===== config.mk =====
export PLATFORM = sky130hd
export DESIGN_NAME = bus_response_mux
export DESIGN_NICKNAME = d
export VERILOG_FILES = /design/src/rtl/bus_response_mux.sv
export SDC_FILE = /design/constraint.sdc
export NUM_CORES = 1
export LEC_CHECK = 0
export ABC_AREA = 0
export CAP_MARGIN = 10
export CORE_ASPECT_RATIO = 0.7
export CORE_UTILIZATION = 44
export CTS_BUF_LIST = sky130_fd_sc_hd__clkbuf_16
export CTS_CLUSTER_DIAMETER = 50
export DETAILED_ROUTE_END_ITERATION = 7
export GPL_ROUTABILITY_DRIVEN = 0
export PLACE_DENSITY = 0.85
export SYNTH_ARGS = -nofsm -noshare
export SYNTH_HDL_FRONTEND = slang
export SYNTH_SLANG_ARGS = --single-unit

===== constraint.sdc =====
create_clock -name clk -period 6.7 [get_ports clk]
set_input_delay 0.67 -clock clk [delete_from_list [all_inputs] [get_ports clk]]
set_output_delay 0.67 -clock clk [all_outputs]
set_load 0.005 [all_outputs]

===== src/rtl/bus_response_mux.sv =====
// bus_response_mux: accepts one CPU request at a time, routes it to RAM or IO,
// and returns a single response strobe with data or an error.
//
// Ports:
//   clk, rst                 clock, synchronous active-high reset
//   req_valid_i/addr/we      CPU request; req_ready_o high only in IDLE
//   bus_addr_o, bus_we_o     latched request, held until the next accept
//   ram_/io_select_i         registered decoder selects, sampled in DECODE
//   ram_/io_rvalid_i/rdata_i target response strobes and read data
//   rsp_valid_o/rdata/err    one-cycle response to the CPU
//   busy_o                   high whenever a transaction is in flight
module bus_response_mux #(
    parameter int unsigned TIMEOUT_CYCLES = 16,
    parameter logic [31:0] ERR_DATA       = 32'hDEAD_BEEF
) (
    input  logic        clk,
    input  logic        rst,
    input  logic        req_valid_i,
    input  logic [31:0] req_addr_i,
    input  logic        req_we_i,
    output logic        req_ready_o,
    output logic [31:0] bus_addr_o,
    output logic        bus_we_o,
    input  logic        ram_select_i,
    input  logic        io_select_i,
    input  logic        ram_rvalid_i,
    input  logic        io_rvalid_i,
    input  logic [31:0] ram_rdata_i,
    input  logic [31:0] io_rdata_i,
    output logic        rsp_valid_o,
    output logic [31:0] rsp_rdata_o,
    output logic        rsp_err_o,
    output logic        busy_o
);

    localparam int unsigned CW = $clog2(TIMEOUT_CYCLES) + 1;
    localparam logic [CW-1:0] CNT_LAST = CW'(TIMEOUT_CYCLES - 1);
    localparam logic [CW-1:0] CNT_MAX  = '1;

    typedef enum logic [2:0] {
        S_IDLE,
        S_DECODE,
        S_WAIT_RAM,
        S_WAIT_IO,
        S_RESPOND
    } state_e;

    state_e        state_q, state_d;
    logic [CW-1:0] cnt_q, cnt_d;
    logic [31:0]   addr_q, addr_d;
    logic          we_q, we_d;
    logic [31:0]   rdata_q, rdata_d;
    logic          err_q, err_d;

    logic          sel_rvalid;
    logic [31:0]   sel_rdata;

    // Only the target chosen in DECODE may answer; the other is ignored.
    assign sel_rvalid = (state_q == S_WAIT_RAM) ? ram_rvalid_i : io_rvalid_i;
    assign sel_rdata  = (state_q == S_WAIT_RAM) ? ram_rdata_i  : io_rdata_i;

    always_comb begin
        state_d = state_q;
        cnt_d   = cnt_q;
        addr_d  = addr_q;
        we_d    = we_q;
        rdata_d = rdata_q;
        err_d   = err_q;
        case (state_q)
            S_IDLE: begin
                if (req_valid_i) begin
                    addr_d  = req_addr_i;
                    we_d    = req_we_i;
                    state_d = S_DECODE;
                end
            end
            S_DECODE: begin
                cnt_d = '0;
                if (ram_select_i) begin
                    state_d = S_WAIT_RAM;
                end else if (io_select_i) begin
                    state_d = S_WAIT_IO;
                end else begin
                    err_d   = 1'b1;
                    rdata_d = we_q ? 32'h0 : ERR_DATA;
                    state_d = S_RESPOND;
                end
            end
            S_WAIT_RAM, S_WAIT_IO: begin
                // A response arriving on the last allowed cycle beats the timeout.
                if (sel_rvalid) begin
                    err_d   = 1'b0;
                    rdata_d = we_q ? 32'h0 : sel_rdata;
                    state_d = S_RESPOND;
                end else if (cnt_q == CNT_LAST) begin
                    err_d   = 1'b1;
                    rdata_d = we_q ? 32'h0 : ERR_DATA;
                    state_d = S_RESPOND;
                end else if (cnt_q != CNT_MAX) begin
                    cnt_d = cnt_q + CW'(1);
                end
            end
            S_RESPOND: begin
                state_d = S_IDLE;
            end
            default: begin
                state_d = S_IDLE;
            end
        endcase
    end

    always_ff @(posedge clk) begin
        if (rst) begin
            state_q <= S_IDLE;
            cnt_q   <= '0;
            addr_q  <= '0;
            we_q    <= 1'b0;
            rdata_q <= '0;
            err_q   <= 1'b0;
        end else begin
            state_q <= state_d;
            cnt_q   <= cnt_d;
            addr_q  <= addr_d;
            we_q    <= we_d;
            rdata_q <= rdata_d;
            err_q   <= err_d;
        end
    end

    // Outputs are gated by rst so they read idle for the whole reset window,
    // including the cycle before the first reset edge is seen.
    assign req_ready_o = !rst && (state_q == S_IDLE);
    assign busy_o      = !rst && (state_q != S_IDLE);
    assign rsp_valid_o = !rst && (state_q == S_RESPOND);
    assign rsp_rdata_o = rsp_valid_o ? rdata_q : 32'h0;
    assign rsp_err_o   = rsp_valid_o ? err_q : 1'b0;
    assign bus_addr_o  = rst ? 32'h0 : addr_q;
    assign bus_we_o    = !rst && we_q;

endmodule


==> impl_metrics.yaml <==
synthesis:
  synth_area_per_cell_um2: 8.97
  synth_warnings: 0
  synth_seq_cells: 74
  synth_area_um2: 3650
  ys_top_cells_by_area: "dfxtp_1 (41%), o2bb2ai_2 (8.2%), nand2_1 (7.9%)"
  yosysTopAreaCellShare_pct: 40.6
  synth-seq-area-share_pct: 40.6
  ys_types: 35
  syn-num-nets: 514
  yosysTopAreaCell: "dfxtp_1"
  netlist_instances: 407
placed_design:
  dp.final_hpwl_mm: 7.51
  port_buffers: 172
  pre_cts_slack_ps: 3610
die:
  core-area_um2: 7940
  dieWidth_um: 111
  dieArea_um2: 8670
  start_util_pct: 46.0
  num_io_pins: 173
  num_rows: 27
  die_h_um: 78.2
critical_path:
  rr_worst_depth: 8
  slowest_delay_ps: 500
  worst-path-max-fanout: 85
  start_kind: "input pin"
  crit_path_end_kind: "primary output"
  path_cells: "buf_2 -> buf_4 -> nor4b_2 -> buf_4 -> and2_1 -> clkdlybuf4s50_1"
  worstSetupPathType: "input pin to primary output"
  worst_path_max_delay_cell: "clkdlybuf4s50_1"
  crit_top_cell: "buf_4"
  cp.required_ps: 6030
  crit_arrival_ps: 2440
power:
  pwr-share-clk_pct: 41.7
  switching_share_pct: 23.7
  power_leakage_uw: 0.00204
  p_seq_share_pct: 41.8
  power_density_nw_per_um2: 210
  p_comb_share_pct: 16.6
  net-switching-power_uw: 281
  ir_drop_uv: 145
  p_int_uw: 906
routing:
  wl_mm: 10.6
  drc: 0
  drt_first_iter_violations: 271
  drtPass1Iterations: 7
  vias: 3501
  ant_nets: 0
  viasPerCell: 5.28
  routedWlPerCell_um: 16.0
sta:
  fin_ws_ps: 3590
  period_share_pct: 46.5
  fin_crit_ps: 3110
  drv_slew: 0
  skew_ps: 7.76
  rsz0062_at_grt: "no"
  setup_viol: 0
  finalHoldViolCount: 0
  relSlewSlack_pct: 25.3
  fmax_mhz: 321
  worst_pin_slew_ps: 1120
  fin_tns_setup_ps: 0
layout:
  drive_gt1_share_pct: 8.90
  layout.nets: 664
  fillers: 608
  area_growth_pct: 54.4
  diodes: 0
global_routing:
  antenna_found_initial: 0
  first_global_vias: 3423
  grt_usage_pct: 23.5
  grt_pass1_wl_mm: 16.4
  overflow: 0
  grt_start_max_net_pins: 86
min_path:
  min_path_cells: 2
  hold_path_class: "flip-flop to flip-flop"
clock_tree:
  path_clk_slew_ps: 50
  cts_made_buffers: 9
  post_cts_buffers: 0
  ctsHoldBuffers: 0
  clk_latency_ps: 330
  htree_levels: 3
  cts_tree: "built"
  ctsResizeCount: 0
  cts.sinks: 74
  root_buffer: "clkbuf_16"
  cts_buffer_depth: 2
run_status:
  status: "finished clean"
flow_run:
  maxCapViolations: 0
[power by group through the flow]
| stage | Combinational [uW] | Clock (uW) | Sequential (uW) |
|---|---|---|---|
| 2_1_floorplan | 107 | 0 | 494 |
| 3_3_place_gp | 189 | 0 | 502 |
| 3_5_place_dp | 193 | 0 | 504 |
| 4_1_cts | 195 | 505 | 495 |
| 5_1_grt | 214 | 527 | 499 |
| 6_report | 196 | 494 | 496 |
[flip-flops by register name, indices dropped and copies added (netlist names)]
signal / flops
state_q: 3
addr_q: 32
rdata_q: 32
we_q: 1
cnt_q: 5
err_q: 1
[placed cells by master (no fill, tap or decap), drive strengths merged, types with 2 or more instances in the layout]
cell type,instances
clkinvlp,2
nor3,3
buf,6
nand3,3
nand2,77
nor2b,33
a221oi,25
mux2,5
and2,34
a21oi,41
dfxtp,74
nor2,10
clkdlybuf4s50,171
or3,7
inv,5
or3b,3
clkbuf,9
and2b,2
bufinv,2
ha,3
xnor2,2
o2bb2ai,26
nor4b,4
nor4,3
mux2i,6
[critical path, delay by kind of cell]
kind / cells / cell delay, ps
buffers and inverters: 4 / 1270
and+or+nand+nor: 2 / 470
[per-stage QoR]
stage | area [um^2] | hold WS [ps] | utilization (%) | instances | total power [uW]
global route | 5640 | 472 | 71.0 | 663 | 1240
detailed placement | 5300 | 442 | 66.7 | 646 | 697
finish | 5640 | 447 | 71.0 | 663 | 1190
global placement | 5300 | 437 | 66.7 | 646 | 691
floorplan | 3650 | 424 | - | 407 | 601
CTS | 5610 | 449 | 70.7 | 662 | 1190
[synthesized netlist by cell type (all sizes together)]
master,n
nor2b,33
nand2,77
or3b,3
mux2,5
and2b,2
mux2i,6
a21oi,41
nor3,3
nor4b,4
a221oi,25
o22ai,1
xnor2,2
o21ai,1
and2,34
nand3b,1
buf,14
dfxtp,74
nand2b,1
inv,3
ha,3
nor4,3
nor2,10
or3,7
and3,1
nand3,3
clkbuf,24
o2bb2ai,26
[path summary, 6_finish.rpt]
kind,slack [ps],start,end
worst max register to register,4250,cnt_q[0],rdata_q[15]
worst min register to register,450,addr_q[14],addr_q[14]
worst min-delay path,450,addr_q[14],addr_q[14]
worst max-delay path,3590,rst,rsp_rdata_o[14]
[layout make-up]
cell class,count,area [um^2],area share [%]
multi-input cells,292,1930,34.3
repair buffers,177,1770,31.5
flip-flops and latches,74,1480,26.3
clock buffers,9,225,3.99
well taps,101,126,2.24
clock inverters,7,86.3,1.53
inverters,3,11.3,0.200
[cells by family after synthesis]
| logic type | after synthesis | synth area share (%) |
|---|---|---|
| compound gates | 94 | 22.0 |
| xor+xnor | 2 | 0.480 |
| fa+ha+maj | 3 | 1.03 |
| buf+inv | 41 | 6.65 |
| flops | 74 | 40.6 |
| mux | 11 | 3.19 |
| simple gates | 182 | 26.1 |
[layer usage]
metal / GRT usage, % / share of wire (%) / vias to the layer above
met5: 0 / 0 / -
met4: 8.53 / 2.0 / 0
met3: 6.25 / 4.2 / 20
met2: 40.1 / 49 / 110
met1: 28.7 / 44 / 1660
li1: - / - / 1711
No activity file was read; power rests on OpenSTA's default activity.
